[config.mk]
export PLATFORM = sky130hd
export DESIGN_NAME = sid_i2s_tx
export DESIGN_NICKNAME = d
export VERILOG_FILES = /design/src/rtl/sid_i2s_tx.sv
export SDC_FILE = /design/constraint.sdc
export NUM_CORES = 1
export LEC_CHECK = 0
export ABC_AREA = 1
export BUFFER_PORTS_ARGS = -buffer_cell sky130_fd_sc_hd__clkbuf_2
export CAP_MARGIN = 30
export CORE_AREA = 4 4 86 96
export DETAILED_ROUTE_END_ITERATION = 7
export DIE_AREA = 0 0 90 100
export PLACE_DENSITY = 0.68
export RECOVER_POWER = 100
export REMOVE_ABC_BUFFERS = 1
export SLEW_MARGIN = 20
export SYNTH_ARGS = -nofsm -noshare
export SYNTH_HDL_FRONTEND = slang
export SYNTH_SLANG_ARGS = --single-unit
[constraint.sdc]
create_clock -name clk -period 2.4 [get_ports clk]
set_input_delay 0.48 -clock clk [delete_from_list [all_inputs] [get_ports clk]]
set_output_delay 0.48 -clock clk [all_outputs]
set_load 0.02 [all_outputs]
[src/rtl/sid_i2s_tx.sv]
// sid_i2s_tx: mono I2S transmitter for the SID mixer sample stream.
// A one-deep hold register is snapshotted once per frame; the newest sample wins.
module sid_i2s_tx #(
    parameter int BCLK_DIV = 4
) (
    input  logic        clk,
    input  logic        rst_n,
    input  logic        i_sample_valid,
    input  logic [15:0] i_sample,
    output logic        o_bclk,
    output logic        o_lrclk,
    output logic        o_sdata,
    output logic        o_frame_start,
    output logic [7:0]  o_drop
);

    localparam logic [7:0] DIV_TC = 8'(BCLK_DIV - 1);

    logic [7:0]  r_div_cnt;
    logic        r_bclk;
    logic [4:0]  r_bit_cnt;
    logic        r_lrclk;
    logic        r_sdata;
    logic        r_frame_start;
    logic [7:0]  r_drop;
    logic [15:0] r_hold;
    logic [15:0] r_frame;
    logic        r_hold_full;

    logic        w_tc;
    logic        w_fall;
    logic        w_snap;
    logic [4:0]  w_bit_n;
    logic        w_ws_n;
    logic [3:0]  w_idx;

    assign w_tc    = (r_div_cnt == DIV_TC);
    assign w_fall  = w_tc & r_bclk;
    assign w_bit_n = r_bit_cnt + 5'd1;
    assign w_snap  = w_fall & (w_bit_n == 5'd0);
    // WS leads the slot MSB by one bit: high for bit_n 15..30
    assign w_ws_n  = (w_bit_n >= 5'd15) && (w_bit_n != 5'd31);
    assign w_idx   = 4'd15 - w_bit_n[3:0];

    always_ff @(posedge clk or negedge rst_n) begin
        if (!rst_n) begin
            r_div_cnt <= 8'd0;
            r_bclk    <= 1'b0;
        end else if (w_tc) begin
            r_div_cnt <= 8'd0;
            r_bclk    <= ~r_bclk;
        end else begin
            r_div_cnt <= r_div_cnt + 8'd1;
        end
    end

    always_ff @(posedge clk or negedge rst_n) begin
        if (!rst_n) begin
            r_bit_cnt     <= 5'd31;
            r_lrclk       <= 1'b0;
            r_sdata       <= 1'b0;
            r_frame       <= 16'd0;
            r_frame_start <= 1'b0;
        end else begin
            r_frame_start <= w_snap;
            if (w_fall) begin
                r_bit_cnt <= w_bit_n;
                r_lrclk   <= w_ws_n;
                if (w_snap) begin
                    r_frame <= r_hold;
                    r_sdata <= r_hold[15];
                end else begin
                    r_sdata <= r_frame[w_idx];
                end
            end
        end
    end

    // A sample landing on the snapshot cycle refills hold without a drop
    always_ff @(posedge clk or negedge rst_n) begin
        if (!rst_n) begin
            r_hold      <= 16'd0;
            r_hold_full <= 1'b0;
            r_drop      <= 8'd0;
        end else if (i_sample_valid) begin
            r_hold      <= i_sample;
            r_hold_full <= 1'b1;
            if (r_hold_full && !w_snap && (r_drop != 8'hff)) begin
                r_drop <= r_drop + 8'd1;
            end
        end else if (w_snap) begin
            r_hold_full <= 1'b0;
        end
    end

    assign o_bclk        = r_bclk;
    assign o_lrclk       = r_lrclk;
    assign o_sdata       = r_sdata;
    assign o_frame_start = r_frame_start;
    assign o_drop        = r_drop;

endmodule

==> results.cfg <==
[detailed_routing]
firstDrtPassIters = 4
drt_wl_total_um = 5409
postRouteAntennaNets = 0
viasPerCell = 4.727
routed-via-count = 2184
wire_per_inst_um = 11.71
drtIter0Drc = 126
drc_errors = 0

[worst_setup_path]
crit_chain = ha_1, nand4_1, nand2_1, inv_1, nand2_1, nor2_1, nor2_1, nand4_1, nand2_1
arrival_ns = 2.40
cp_max_fo = 9
setup.worst_path.start_class = flop
cpMaxStageDelayCell = dfstp_2
cp_common_cell = nand2_1
worstPathRequired_ns = 2.68
end_kind = flop
max_stage_delay_ns = 0.61
path_class = flop to flop
crit_buf_inv = 1
path_delay_family = simple AND/OR/NAND/NOR gates

[timing]
hold_viol = 0
setup_violations = 0
slew_headroom_pct = 11.33
max_freq_mhz = 471.4
rsz0062_at_grt = no
min_period_ns = 2.121
fin_crit_sh_pct = 88.39
clock_skew_ns = 0.01025
fin_tns_setup_ns = 0
worst_pin_slew_ns = 1.330
maxSlewViolCount = 0

[pwr]
p_leak_uw = 0.001665
max-vdd-ir-drop_mv = 0.3337
p_per_area_nw_per_um2 = 759.7

[die]
io_pins = 31
die_h_um = 100
initial_core_util_pct = 39.24
fp-row-count = 33
die_w_um = 90
dieArea_um2 = 9000
core_area_um2 = 7308

[synth]
synth_compound_area_share_pct = 9.599
synth-simple-area-share_pct = 25.17
synth_cell_types = 29
yosysSeqAreaShare_pct = 50.83
synthCells = 334
synth_flop_cell = dfrtp_1
synthAdderAreaFrac_pct = 2.182
muxShareOfSynthArea_pct = 0
synth-xor-area-share_pct = 2.749
netlist_area_um2 = 2868
post_synth.cell_area_avg_um2 = 8.586
synth_top_family_by_area = simple AND/OR/NAND/NOR gates
synth_seq_cells = 58
synth_edf_count = 0
yosysWarningCount = 0
postSynth.asyncResetShare_pct = 100.0

[clocking]
cts_buffer_depth = 2
cts_tree = done
clkLatencyLatePin_ns = 0.34
clkTransAtPathRegs_ns = 0.07
htreeDepth = 3
clock_sinks = 58
cts-hold-fix-buffers = 0
numCtsBuffers = 9
root_buffer = clkbuf_8
post_cts_resized = 0
cts_setup_buffers = 0

[finish]
drive_gt1_share_pct = 13.87
seq_area_um2 = 1458
syn_to_final_growth_pct = 13.05
antenna-diode-count = 0
most-common-layout-cells = nand2_1 (94), dfrtp_1 (53), inv_1 (52), o21ai_0 (35), nand3_1 (18)
fill_cells = 739
final_common_cell = nand2_1
final_area_um2 = 3242
multiInputGateArea_um2 = 1064
final_nets = 394

[global_routing]
grtUsageTotal_pct = 13.06
grt_max_degree = 39
antenna_found_initial = 0
grt-ovfl-total = 0
grt_pass1_wl_um = 9384
grt_pass1_vias = 2102

[place]
placed_cell_area_um2 = 3104
dp_hpwl_um = 3774
place.gp.congestion = 0.8119
port_buffers = 30

[hold_path]
hold_path_class = input port to asynchronous set/reset pin

[run_status]
outcome = complete, no violations

[flow_run]
maxCapViolations = 0
==> final timing paths <==
| path | startpoint | end | slack [ns] | cells past startpoint |
|---|---|---|---|---|
| worst max-delay path | r_bit_cnt[0]$_DFFE_PN1P_ | o_drop[3]$_DFFE_PN0P_ | 0.28 | 9 |
| worst min-delay path | rst_n | r_div_cnt[3]$_DFF_PN0_ | 0.21 | 1 |
| worst max register to register | r_bit_cnt[0]$_DFFE_PN1P_ | o_drop[3]$_DFFE_PN0P_ | 0.28 | 9 |
| worst min register to register | r_div_cnt[0]$_DFF_PN0_ | r_div_cnt[0]$_DFF_PN0_ | 0.48 | 1 |
| max in group asynchronous | rst_n | r_frame[14]$_DFFE_PN0P_ | 0.99 | 2 |
| min in group clk | i_sample[0] | r_hold[0]$_DFFE_PN0P_ | 0.34 | 3 |
==> registers in the layout (all words and copies together) (netlist names) <==
| signal | cells |
|---|---|
| r_frame | 16 |
| r_hold | 16 |
| o_drop | 8 |
| r_div_cnt | 8 |
| r_bit_cnt | 5 |
| o_bclk | 1 |
| o_frame_start | 1 |
| o_lrclk | 1 |
| o_sdata | 1 |
| r_hold_full | 1 |
==> cell families after synthesis <==
| kind of cell | after synthesis |
|---|---|
| AOI/OAI and AO/OA | 43 |
| and+or+nand+nor | 156 |
| adders and majority gates | 5 |
| xor gates and xnor gates | 9 |
| buffers and inverters | 63 |
| DFF | 58 |
==> area by class of cell <==
type,count,area share (%)
tap,87,3.358
inverter,53,6.137
multi-input combinational,213,32.81
clock buffer,12,4.786
clock inverter,4,3.010
timing repair buffer,35,4.940
sequential,58,44.96
==> synthesized netlist by cell type (2+ instances only) <==
cell | count | area (um^2)
a21oi_1 | 5 | 25.02
buf_6 | 4 | 45.04
clkbuf_1 | 4 | 15.01
dfrtp_1 | 53 | 1326
dfstp_2 | 5 | 131.4
ha_1 | 5 | 62.56
inv_1 | 51 | 191.4
inv_2 | 2 | 7.510
nand2_1 | 94 | 352.8
nand2_2 | 2 | 12.51
nand2_4 | 2 | 22.52
nand3_1 | 18 | 90.09
nand4_1 | 12 | 75.07
nor2_1 | 13 | 48.80
nor2_2 | 4 | 25.02
nor2_4 | 4 | 45.04
nor3_1 | 3 | 15.01
o21ai_0 | 21 | 105.1
o21ai_2 | 15 | 131.4
xnor2_1 | 2 | 17.52
xor2_1 | 7 | 61.31
==> metal layers <==
metal / global-route usage [%] / wire [um] / vias up
met5: 0 / 0 / -
li1: - / - / 1120
met4: 7.303 / 136 / 0
met3: 3.598 / 197 / 9
met2: 21.32 / 2618 / 43
met1: 15.71 / 2457 / 1012
==> metrics by stage <==
stage | utilization [%] | hold slack (ns) | total power [uW] | setup slack (ns) | cells
after CTS | 45.93 | 0.07511 | 2511 | 0.4137 | 462
after detailed placement | 42.48 | 0.4454 | 1369 | 0.4351 | 446
final | 44.36 | 0.2139 | 2463 | 0.2785 | 462
after global routing | 44.36 | 0.2844 | 2573 | 0.1377 | 462
after floorplan | - | 0.1844 | 1253 | 0.5157 | 324
after global placement | 42.48 | 0.4405 | 1362 | 0.5114 | 446
==> power by group <==
group          total, uW  internal (uW)  switching, uW  leakage, uW
Combinational        235           79.2            156     0.000794
Sequential          1090           1040           57.0     0.000747
Clock               1130            747            387     0.000123
(Power assumes the default switching activity.)
